<file path="src/rtl/npn4_pkg.sv">
// Shared types and constants for the 4-input NPN canonicalizer.
// PERM_TABLE entry k holds (p0..p3) in element [i] = p_i, lexicographic in (p0,p1,p2,p3).
package npn4_pkg;

   typedef logic [15:0]     tt_t;
   typedef logic [3:0][1:0] perm_t;

   localparam int N_PERM        = 24;
   localparam int N_PHASE       = 16;
   localparam int SEARCH_CYCLES = N_PERM * N_PHASE;

   // Literals are written p3_p2_p1_p0.
   localparam perm_t PERM_TABLE [N_PERM] = '{
      8'b11_10_01_00, 8'b10_11_01_00, 8'b11_01_10_00, 8'b01_11_10_00,
      8'b10_01_11_00, 8'b01_10_11_00, 8'b11_10_00_01, 8'b10_11_00_01,
      8'b11_00_10_01, 8'b00_11_10_01, 8'b10_00_11_01, 8'b00_10_11_01,
      8'b11_01_00_10, 8'b01_11_00_10, 8'b11_00_01_10, 8'b00_11_01_10,
      8'b01_00_11_10, 8'b00_01_11_10, 8'b10_01_00_11, 8'b01_10_00_11,
      8'b10_00_01_11, 8'b00_10_01_11, 8'b01_00_10_11, 8'b00_01_10_11
   };

   typedef enum logic [1:0] {IDLE, SEARCH, DONE} state_t;

endpackage

</file>
<file path="src/rtl/npn4_transform.sv">
// Combinational NP transform: t'[m] = t[P(m) ^ phase], bit i of P(m) = bit p_i of m.
// The output-negated variant is the bitwise complement of this result.
module npn4_transform
   import npn4_pkg::*;
(
   input  tt_t        tt_in,
   input  logic [4:0] perm_idx,
   input  logic [3:0] phase,
   output tt_t        tt_out
);

   perm_t      p;
   logic [3:0] mv;
   logic [3:0] src;

   always_comb begin
      p      = PERM_TABLE[perm_idx];
      tt_out = '0;
      mv     = '0;
      src    = '0;
      for (int m = 0; m < 16; m++) begin
         mv = 4'(m);
         for (int i = 0; i < 4; i++) begin
            src[i] = mv[p[i]];
         end
         src       = src ^ phase;
         tt_out[m] = tt_in[src];
      end
   end

endmodule

</file>
<file path="src/rtl/npn4_canonicalizer.sv">
// Serial NPN canonicalizer: one (perm,phase) pair per cycle, both output phases at once.
// Optional macro NPN4_CANON_EARLY_EXIT_EN ends the search as soon as the best value is 0x0000.
module npn4_canonicalizer
   import npn4_pkg::*;
#(
   parameter int OUT_NEG_SEARCH = 1
)(
   input  logic        clk,
   input  logic        rst,
   input  logic        in_valid,
   output logic        in_ready,
   input  logic [15:0] in_tt,
   output logic        out_valid,
   input  logic        out_ready,
   output logic [15:0] out_tt,
   output logic [4:0]  out_perm,
   output logic [3:0]  out_phase,
   output logic        out_neg
);

   state_t     state_q, state_d;
   tt_t        tt_q, tt_d;
   tt_t        best_q, best_d;
   logic [4:0] best_perm_q, best_perm_d;
   logic [3:0] best_phase_q, best_phase_d;
   logic       best_neg_q, best_neg_d;
   logic [4:0] perm_q, perm_d;
   logic [3:0] phase_q, phase_d;
   logic       out_valid_q, out_valid_d;
   tt_t        out_tt_q, out_tt_d;
   logic [4:0] out_perm_q, out_perm_d;
   logic [3:0] out_phase_q, out_phase_d;
   logic       out_neg_q, out_neg_d;

   tt_t  cand;
   tt_t  cand_n;
   logic early_done;

   npn4_transform u_xform (
      .tt_in    (tt_q),
      .perm_idx (perm_q),
      .phase    (phase_q),
      .tt_out   (cand)
   );

   assign cand_n = ~cand;

`ifdef NPN4_CANON_EARLY_EXIT_EN
   assign early_done = (best_q == 16'h0000);
`else
   assign early_done = 1'b0;
`endif

   always_comb begin
      state_d      = state_q;
      tt_d         = tt_q;
      best_d       = best_q;
      best_perm_d  = best_perm_q;
      best_phase_d = best_phase_q;
      best_neg_d   = best_neg_q;
      perm_d       = perm_q;
      phase_d      = phase_q;
      out_valid_d  = out_valid_q;
      out_tt_d     = out_tt_q;
      out_perm_d   = out_perm_q;
      out_phase_d  = out_phase_q;
      out_neg_d    = out_neg_q;
      unique case (state_q)
         IDLE: begin
            if (in_valid) begin
               tt_d         = in_tt;
               best_d       = in_tt;
               best_perm_d  = '0;
               best_phase_d = '0;
               best_neg_d   = 1'b0;
               perm_d       = '0;
               phase_d      = '0;
               state_d      = SEARCH;
            end
         end
         SEARCH: begin
            if (early_done) begin
               state_d = DONE;
            end else begin
               // Strict less-than with o=0 first keeps the earliest transform on ties.
               if (cand < best_q) begin
                  best_d       = cand;
                  best_perm_d  = perm_q;
                  best_phase_d = phase_q;
                  best_neg_d   = 1'b0;
               end
               if ((OUT_NEG_SEARCH != 0) && (cand_n < best_d)) begin
                  best_d       = cand_n;
                  best_perm_d  = perm_q;
                  best_phase_d = phase_q;
                  best_neg_d   = 1'b1;
               end
               phase_d = phase_q + 4'd1;
               if (phase_q == 4'd15) begin
                  perm_d = perm_q + 5'd1;
                  if (perm_q == 5'd23) begin
                     state_d = DONE;
                  end
               end
            end
         end
         DONE: begin
            // First DONE cycle registers the result; handshake is honoured only once valid.
            if (!out_valid_q) begin
               out_valid_d = 1'b1;
               out_tt_d    = best_q;
               out_perm_d  = best_perm_q;
               out_phase_d = best_phase_q;
               out_neg_d   = best_neg_q;
            end else if (out_ready) begin
               out_valid_d = 1'b0;
               state_d     = IDLE;
            end
         end
         default: state_d = IDLE;
      endcase
   end

   always_ff @(posedge clk) begin
      if (rst) begin
         state_q      <= IDLE;
         tt_q         <= '0;
         best_q       <= '0;
         best_perm_q  <= '0;
         best_phase_q <= '0;
         best_neg_q   <= 1'b0;
         perm_q       <= '0;
         phase_q      <= '0;
         out_valid_q  <= 1'b0;
         out_tt_q     <= '0;
         out_perm_q   <= '0;
         out_phase_q  <= '0;
         out_neg_q    <= 1'b0;
      end else begin
         state_q      <= state_d;
         tt_q         <= tt_d;
         best_q       <= best_d;
         best_perm_q  <= best_perm_d;
         best_phase_q <= best_phase_d;
         best_neg_q   <= best_neg_d;
         perm_q       <= perm_d;
         phase_q      <= phase_d;
         out_valid_q  <= out_valid_d;
         out_tt_q     <= out_tt_d;
         out_perm_q   <= out_perm_d;
         out_phase_q  <= out_phase_d;
         out_neg_q    <= out_neg_d;
      end
   end

   assign in_ready  = (state_q == IDLE);
   assign out_valid = out_valid_q;
   assign out_tt    = out_tt_q;
   assign out_perm  = out_perm_q;
   assign out_phase = out_phase_q;
   assign out_neg   = out_neg_q;

endmodule

</file>
<file path="config.mk">
export PLATFORM = sky130hd
export DESIGN_NAME = npn4_canonicalizer
export DESIGN_NICKNAME = d
export VERILOG_FILES = /design/src/rtl/npn4_pkg.sv /design/src/rtl/npn4_transform.sv /design/src/rtl/npn4_canonicalizer.sv
export SDC_FILE = /design/constraint.sdc
export NUM_CORES = 1
export LEC_CHECK = 0
export BUFFER_PORTS_ARGS = -buffer_cell sky130_fd_sc_hd__buf_2
export CAP_MARGIN = 20
export CORE_MARGIN = 4
export CORE_UTILIZATION = 25
export DETAILED_ROUTE_END_ITERATION = 8
export GPL_ROUTABILITY_DRIVEN = 1
export SLEW_MARGIN = 20
export SYNTH_ARGS = -nofsm -noshare
export SYNTH_HDL_FRONTEND = slang
export SYNTH_SLANG_ARGS = --single-unit
</file>
<file path="constraint.sdc">
create_clock -name clk -period 23.5 [get_ports clk]
set_input_delay 1.175 -clock clk [delete_from_list [all_inputs] [get_ports clk]]
set_output_delay 1.175 -clock clk [all_outputs]
set_load 0.005 [all_outputs]
</file>
# --- Word level (Yosys, flattened, before mapping) ---
# Memories as Yosys holds them, arrays and structs flattened.
# Cells that the tools add are included.
totals:
  register_bits: 80
  latchBits: 0
  mem_bits_rw: 0
  romBits: 256
  input_bits: 20
  out_inout_bits: 28
  memories: 1
op_classes:
  n_addsub: 2
  n_mul: 0
  div_mod_pow: 0
  order_cmp: 23
  n_eq_ne: 10
  shifts: 0
  muxes: 190
  bitwise: 19
  n_reduce_logical: 8
memory_table:
  columns: ["memory", "depth", "word_bits", "read_ports", "rd_ports_with_merged_regs", "write_ports", "line_no", "text"]
  rows:
  - ["(no name shown)", 32, 8, 1, 0, 0, "npn4_transform.sv:17", "p = PERM_TABLE[perm_idx];"]
op_table:
  columns: ["cell", "n"]
  rows:
  - ["$bmux 1 s2", 64]
  - ["$mux 1", 85]
  - ["$lt 4x5->1 const B", 16]
  - ["$bmux 1 s4", 16]
  - ["$mux 16", 4]
  - ["$xor 4x4->4", 16]
  - ["$lt 16x16->1", 2]
  - ["$pmux 16 s2", 1]
  - ["$mux 5", 4]
  - ["$pmux 5 s2", 2]
  - ["$mux 8", 2]
  - ["$not 16->16", 1]
  - ["$pmux 4 s2", 2]
  - ["$lt 2x3->1 const B", 4]
  - ["$mux 4", 3]
  - ["$mux 2", 5]
  - ["$ne 2x2->1 const B", 5]
  - ["$ge 6x6->1 const B", 1]
  - ["$not 5->6", 1]
  - ["$pmux 2 s3", 1]
  - ["$reduce_and 2->1", 3]
  - ["$reduce_and 3->1", 2]
  - ["$add 5x1->5 const B", 1]
  - ["$eq 5x5->1 const B", 1]
  - ["other kinds (10)", 10]

# --- Logic depth before layout (Yosys ltp) ---
logic_depth:
  ltp_word: 15
  depth_mapped: 36
  depth_no_buf: 30

# --- Modules after synthesis ---
# From an unflattened synthesis, not the netlist that was laid out.
hier_totals:
  cells_unflattened: 802
  area_unflattened_um2: 7425.9
modules_own_cells:
  columns: ["module", "instances", "cells_per_inst", "area_each_um2"]
  rows:
  - ["npn4_canonicalizer", 1, 522, 4216.5]
  - ["npn4_transform", 1, 280, 3209.3]

# --- Worst setup path before layout ---
# Ideal clock, no wire load.
synth_path:
  path_type: "register to register"
  startpoint: "register perm_q[1]"
  endpoint: "register best_q[0]"
  arrival_ns: 7.661
  t_required_ns: 23.359
  setup_slack_ns: 15.698
  stages_incl_launch_ff: 31
  cell_sequence: "dfxtp_1 -> clkbuf_1 -> inv_1 -> ha_1 -> inv_1 -> mux4_2 -> mux2i_1 -> ha_1 -> xnor2_1 -> mux4_2 -> o211a_1 -> mux2_2 -> ha_1 -> nand4_1 -> or2_2 -> or4_1 -> o211a_1 -> clkbuf_1 -> clkbuf_1 -> mux2i_1 -> ha_1 -> a21o_1 -> a21o_1 -> a221oi_1 -> o41a_1 -> nand4b_1 -> and2_1 -> clkbuf_1 -> buf_2 -> a311oi_1 -> a311oi_1"
synth_between:
  elab_chain_cells: 15
  elab_cells_between_ends: 187
  cone_classes: "order compare: 2; mux: 166; bitwise: 18; memory: 1"
synth_lines:
  columns: ["element", "line_no", "text"]
  rows:
  - ["from (decl)", "npn4_canonicalizer.sv:27", "logic [4:0] perm_q, perm_d;"]
  - ["from (signal assigned)", "npn4_canonicalizer.sv:146", "perm_q <= perm_d;"]
  - ["$not 5->6 (not written as such) *", "npn4_transform.sv:17", null]
  - ["$mem_v2 32x8 *", null, null]
  - ["$mux 8 (not written as such) * (2 in a row)", "npn4_transform.sv:17", null]
  - ["$bmux 1 s2", "npn4_transform.sv:24", "src[i] = mv[p[i]];"]
  - ["$mux 1 (not written as such)", "npn4_transform.sv:24", null]
  - ["$xor 4x4->4", "npn4_transform.sv:26", "src = src ^ phase;"]
  - ["$bmux 1 s4", "npn4_transform.sv:27", "tt_out[m] = tt_in[src];"]
  - ["$mux 1 (not written as such)", "npn4_transform.sv:27", null]
  - ["$lt 16x16->1", "npn4_canonicalizer.sv:86", "if (cand < best_q) begin"]
  - ["$mux 16", "npn4_canonicalizer.sv:86", null]
  - ["$mux 16", "npn4_canonicalizer.sv:68", "unique case (state_q)"]
  - ["$lt 16x16->1", "npn4_canonicalizer.sv:92", "if ((OUT_NEG_SEARCH != 0) && (cand_n < best_d)) begin"]
  - ["$mux 16 *", "npn4_canonicalizer.sv:92", null]
  - ["$pmux 16 s2 *", "npn4_canonicalizer.sv:68", null]
  - ["to (signal assigned)", "npn4_canonicalizer.sv:142", "best_q <= best_d;"]
  - ["to (decl)", "npn4_canonicalizer.sv:23", "tt_t best_q, best_d;"]
# Mark *: on every way between the ends. The rest lies on a longest branch, timed or not. The select of a mux whose other input is x is not followed.
# A chain may end at the register's enable or synchronous reset.

# --- Final worst setup path ---
layout_path:
  startpoint: "register perm_q[1]"
  endpoint: "register best_q[9]"
# Same word-level chain as after synthesis.

==> impl_metrics.toml <==
[run_status]
outcome = "finished clean"

[power]
power_density_mw_per_mm2 = 52.16
fin_total_pwr_w = 0.0004550
p_leak_nw = 3.357
vdd_ir_drop_max_mv = 0.03645

[grt]
grt-ovfl-total = 0
grt_max_degree = 73
grt_pass1_wl_um = 37400
grt_pass1_vias = 6716
grt_usage_pct = 13.44
antenna_found_initial = 0

[logic_synthesis]
ys_warn_count = 0
synth_common_cells = "124 x nand2_1, 80 x dfxtp_1, 73 x a21oi_1, 58 x mux4_2, 55 x clkbuf_1"
synth.most_common_cell = "nand2_1"
syn_nets = 968
synth.area.top_cells = "dfxtp_1 20%, mux4_2 17%, ha_1 8.6%"
ys_seq_area_share_pct = 20.42
netlist_area_mm2 = 0.007841
synth.avg_cell_area_um2 = 8.771
synth_top_area_share_pct = 20.42
synthFlopType = "dfxtp_1"
synthArstFlopShare_pct = 0
yosysTopAreaCell = "dfxtp_1"
ys_types = 74
syn_inst = 894
synth_edf_count = 0
ys_ff_latch = 80

[detailed_routing]
drt_pass1_iterations = 7
via_per_inst = 5.450
wire_per_inst_um = 18.07
vias = 7052
ant_nets = 0
wl_met1_um = 10630
topRoutingLayerUsed = "met4"
drt_iter0_drc = 582
wl_met2_um = 10320
met3_length_um = 1903
routed_wl_um = 23380
route.detailed.drc = 0

[die]
io_pins = 48
floorplan.initialDensity_pct = 25.50
die_w_um = 185.1
dieArea_mm2 = 0.03426
die_h_um = 185.1
rows = 64
core_area_mm2 = 0.03075

[setup_path]
crit_buf_inv = 5
critPathArrivalTime_ns = 9.41
crit_path_top_delay_cell = "dfxtp_1"
path_class = "flop to flop"
cp-end-kind = "flop"
crit_family = "simple AND/OR/NAND/NOR gates"
worstPathMaxFanout = 17
critPathLaunchType = "flop"
required_ns = 23.74
critPathMaxStageDelay_ns = 0.65

[final_layout]
fin_util_pct = 28.37
fin_area_mm2 = 0.008723
area_delta_synth_final_pct = 11.25
final_nets = 967
diodes = 0
drive_gt1_share_pct = 19.04
final_cells = 1294
nFillCells = 3295

[sta]
max_freq_mhz = 109.0
rsz0062_at_grt = "no"
totalNegativeSetupSlack_ns = 0
period_needed_ns = 9.170
finalCritPeriodShare_pct = 39.02
tightest_slew_ns = 0.9581
setup_violations = 0
slew-limit-headroom_pct = 35.97
finalHoldViolations = 0
skew_ns = 0.008723
maxSlewViolCount = 0

[cts]
cts_max_level = 3
cts_buffers = 9
cts_resized = 0
cts.reportedPaths.clkPinSlew_ns = 0.07
ctsHoldBuffers = 0
cts-root-buf = "clkbuf_16"
cts_tree = "done"
clkLatencyLatePin_ns = 0.35
postCtsSetupBuffers = 0
cts_sinks = 80
cts_buffer_depth = 2

[place]
placed_area_mm2 = 0.008382
post-place-cells = 1278
post-dp-hpwl_um = 16250
routabilityCongestion = 0.8565
portBuffers = 47

[hold_path]
min_path_type = "flop to flop"

[job]
cap_violations = 0
[registers in the layout (all words and copies together) (netlist names)]
name and count:
best_q 16, out_tt 16, tt_q 16, best_perm_q 5, out_perm 5, perm_q 5
best_phase_q 4, out_phase 4, phase_q 4, state_q 2, best_neg_q 1, out_neg 1
out_valid 1
[per-layer routing]
metal | vias to the layer above | track usage (%)
met4 | 0 | 3.699
li1 | 3305 | -
met1 | 3404 | 19.55
met5 | - | 0
met2 | 300 | 20.22
met3 | 43 | 2.749
[worst reg2reg max path: cells and delay by family, from the launching register on]
| family | cells | cell delay, ns |
|---|---|---|
| simple gates | 11 | 3.30 |
| compound gates | 6 | 1.81 |
| flops | 1 | 0.65 |
| buf+inv | 5 | 0.88 |
| fa+ha+maj | 4 | 1.22 |
| xor+xnor | 1 | 0.37 |
| mux | 2 | 0.86 |
[logic make-up after synthesis]
kind of cell             share of synthesized area, %
XOR/XNOR                                        5.170
flip-flops                                      20.42
AND/OR/NAND/NOR                                 16.69
AO/OA/AOI/OAI                                   17.41
buffers and inverters                           5.728
multiplexers                                    25.96
adder cells (fa/ha/maj)                         8.617
[layout by cell type (no fill, tap or decap), types with 4 or more instances in the layout]
| master | synthesis | layout |
|---|---|---|
| a2111oi_0 | 4 | 4 |
| a211oi_1 | 5 | 5 |
| a21o_1 | 13 | 13 |
| a21oi_1 | 73 | 73 |
| a221oi_1 | 4 | 4 |
| a311oi_1 | 4 | 4 |
| a31oi_1 | 7 | 7 |
| a32oi_1 | 10 | 10 |
| and3_1 | 4 | 4 |
| and4_1 | 4 | 4 |
| buf_2 | 8 | 47 |
| buf_4 | 0 | 9 |
| clkbuf_16 | 0 | 9 |
| dfxtp_1 | 80 | 80 |
| ha_1 | 54 | 54 |
| inv_1 | 44 | 44 |
| mux2_2 | 16 | 16 |
| mux2i_1 | 50 | 50 |
| mux4_2 | 58 | 58 |
| nand2_1 | 124 | 124 |
| nand2b_1 | 8 | 8 |
| nand3_1 | 18 | 18 |
| nand4_1 | 17 | 17 |
| nor2_1 | 49 | 48 |
| nor2b_1 | 8 | 7 |
| nor3_1 | 15 | 14 |
| o211ai_1 | 13 | 13 |
| o21a_1 | 6 | 6 |
| o21ai_0 | 23 | 23 |
| or2_2 | 5 | 5 |
| or4_1 | 5 | 5 |
| xnor2_1 | 24 | 22 |
| xnor2_2 | 5 | 7 |
| xor2_1 | 13 | 13 |
[power breakdown]
group,switching [W],internal (W)
registers,0.0000162,0.000141
clock network,0.0000646,0.0000945
logic,0.0000790,0.0000593
total,0.000160,0.000295
[layout make-up]
cell class                      count  area (um2)  area share, %
Timing Repair Buffer               56       302.8          3.471
Tap cell                          396       495.5          5.680
Clock buffer                        9       225.2          2.582
Multi-Input combinational cell    699        5821          66.72
Clock inverter                      7       101.3          1.162
Sequential cell                    80        1602          18.36
Inverter                           47       176.4          2.022
[worst paths after layout]
path              slack [ns]    endpoint       start  cells past startpoint
setup / recovery       14.33   best_q[9]   perm_q[1]                     29
hold / removal          0.45  out_tt[13]  out_tt[13]                      2
setup reg to reg       14.33   best_q[9]   perm_q[1]                     29
hold reg to reg         0.45  out_tt[13]  out_tt[13]                      2
[metrics by stage]
step,hold slack (ns),setup WS [ns]
after floorplan,0.4315,15.70
after global placement,0.4414,14.70
after detailed placement,0.4448,14.38
after CTS,0.4537,14.29
after global routing,0.4658,13.74
final,0.4498,14.33
Power figures use the tool's default switching activity.
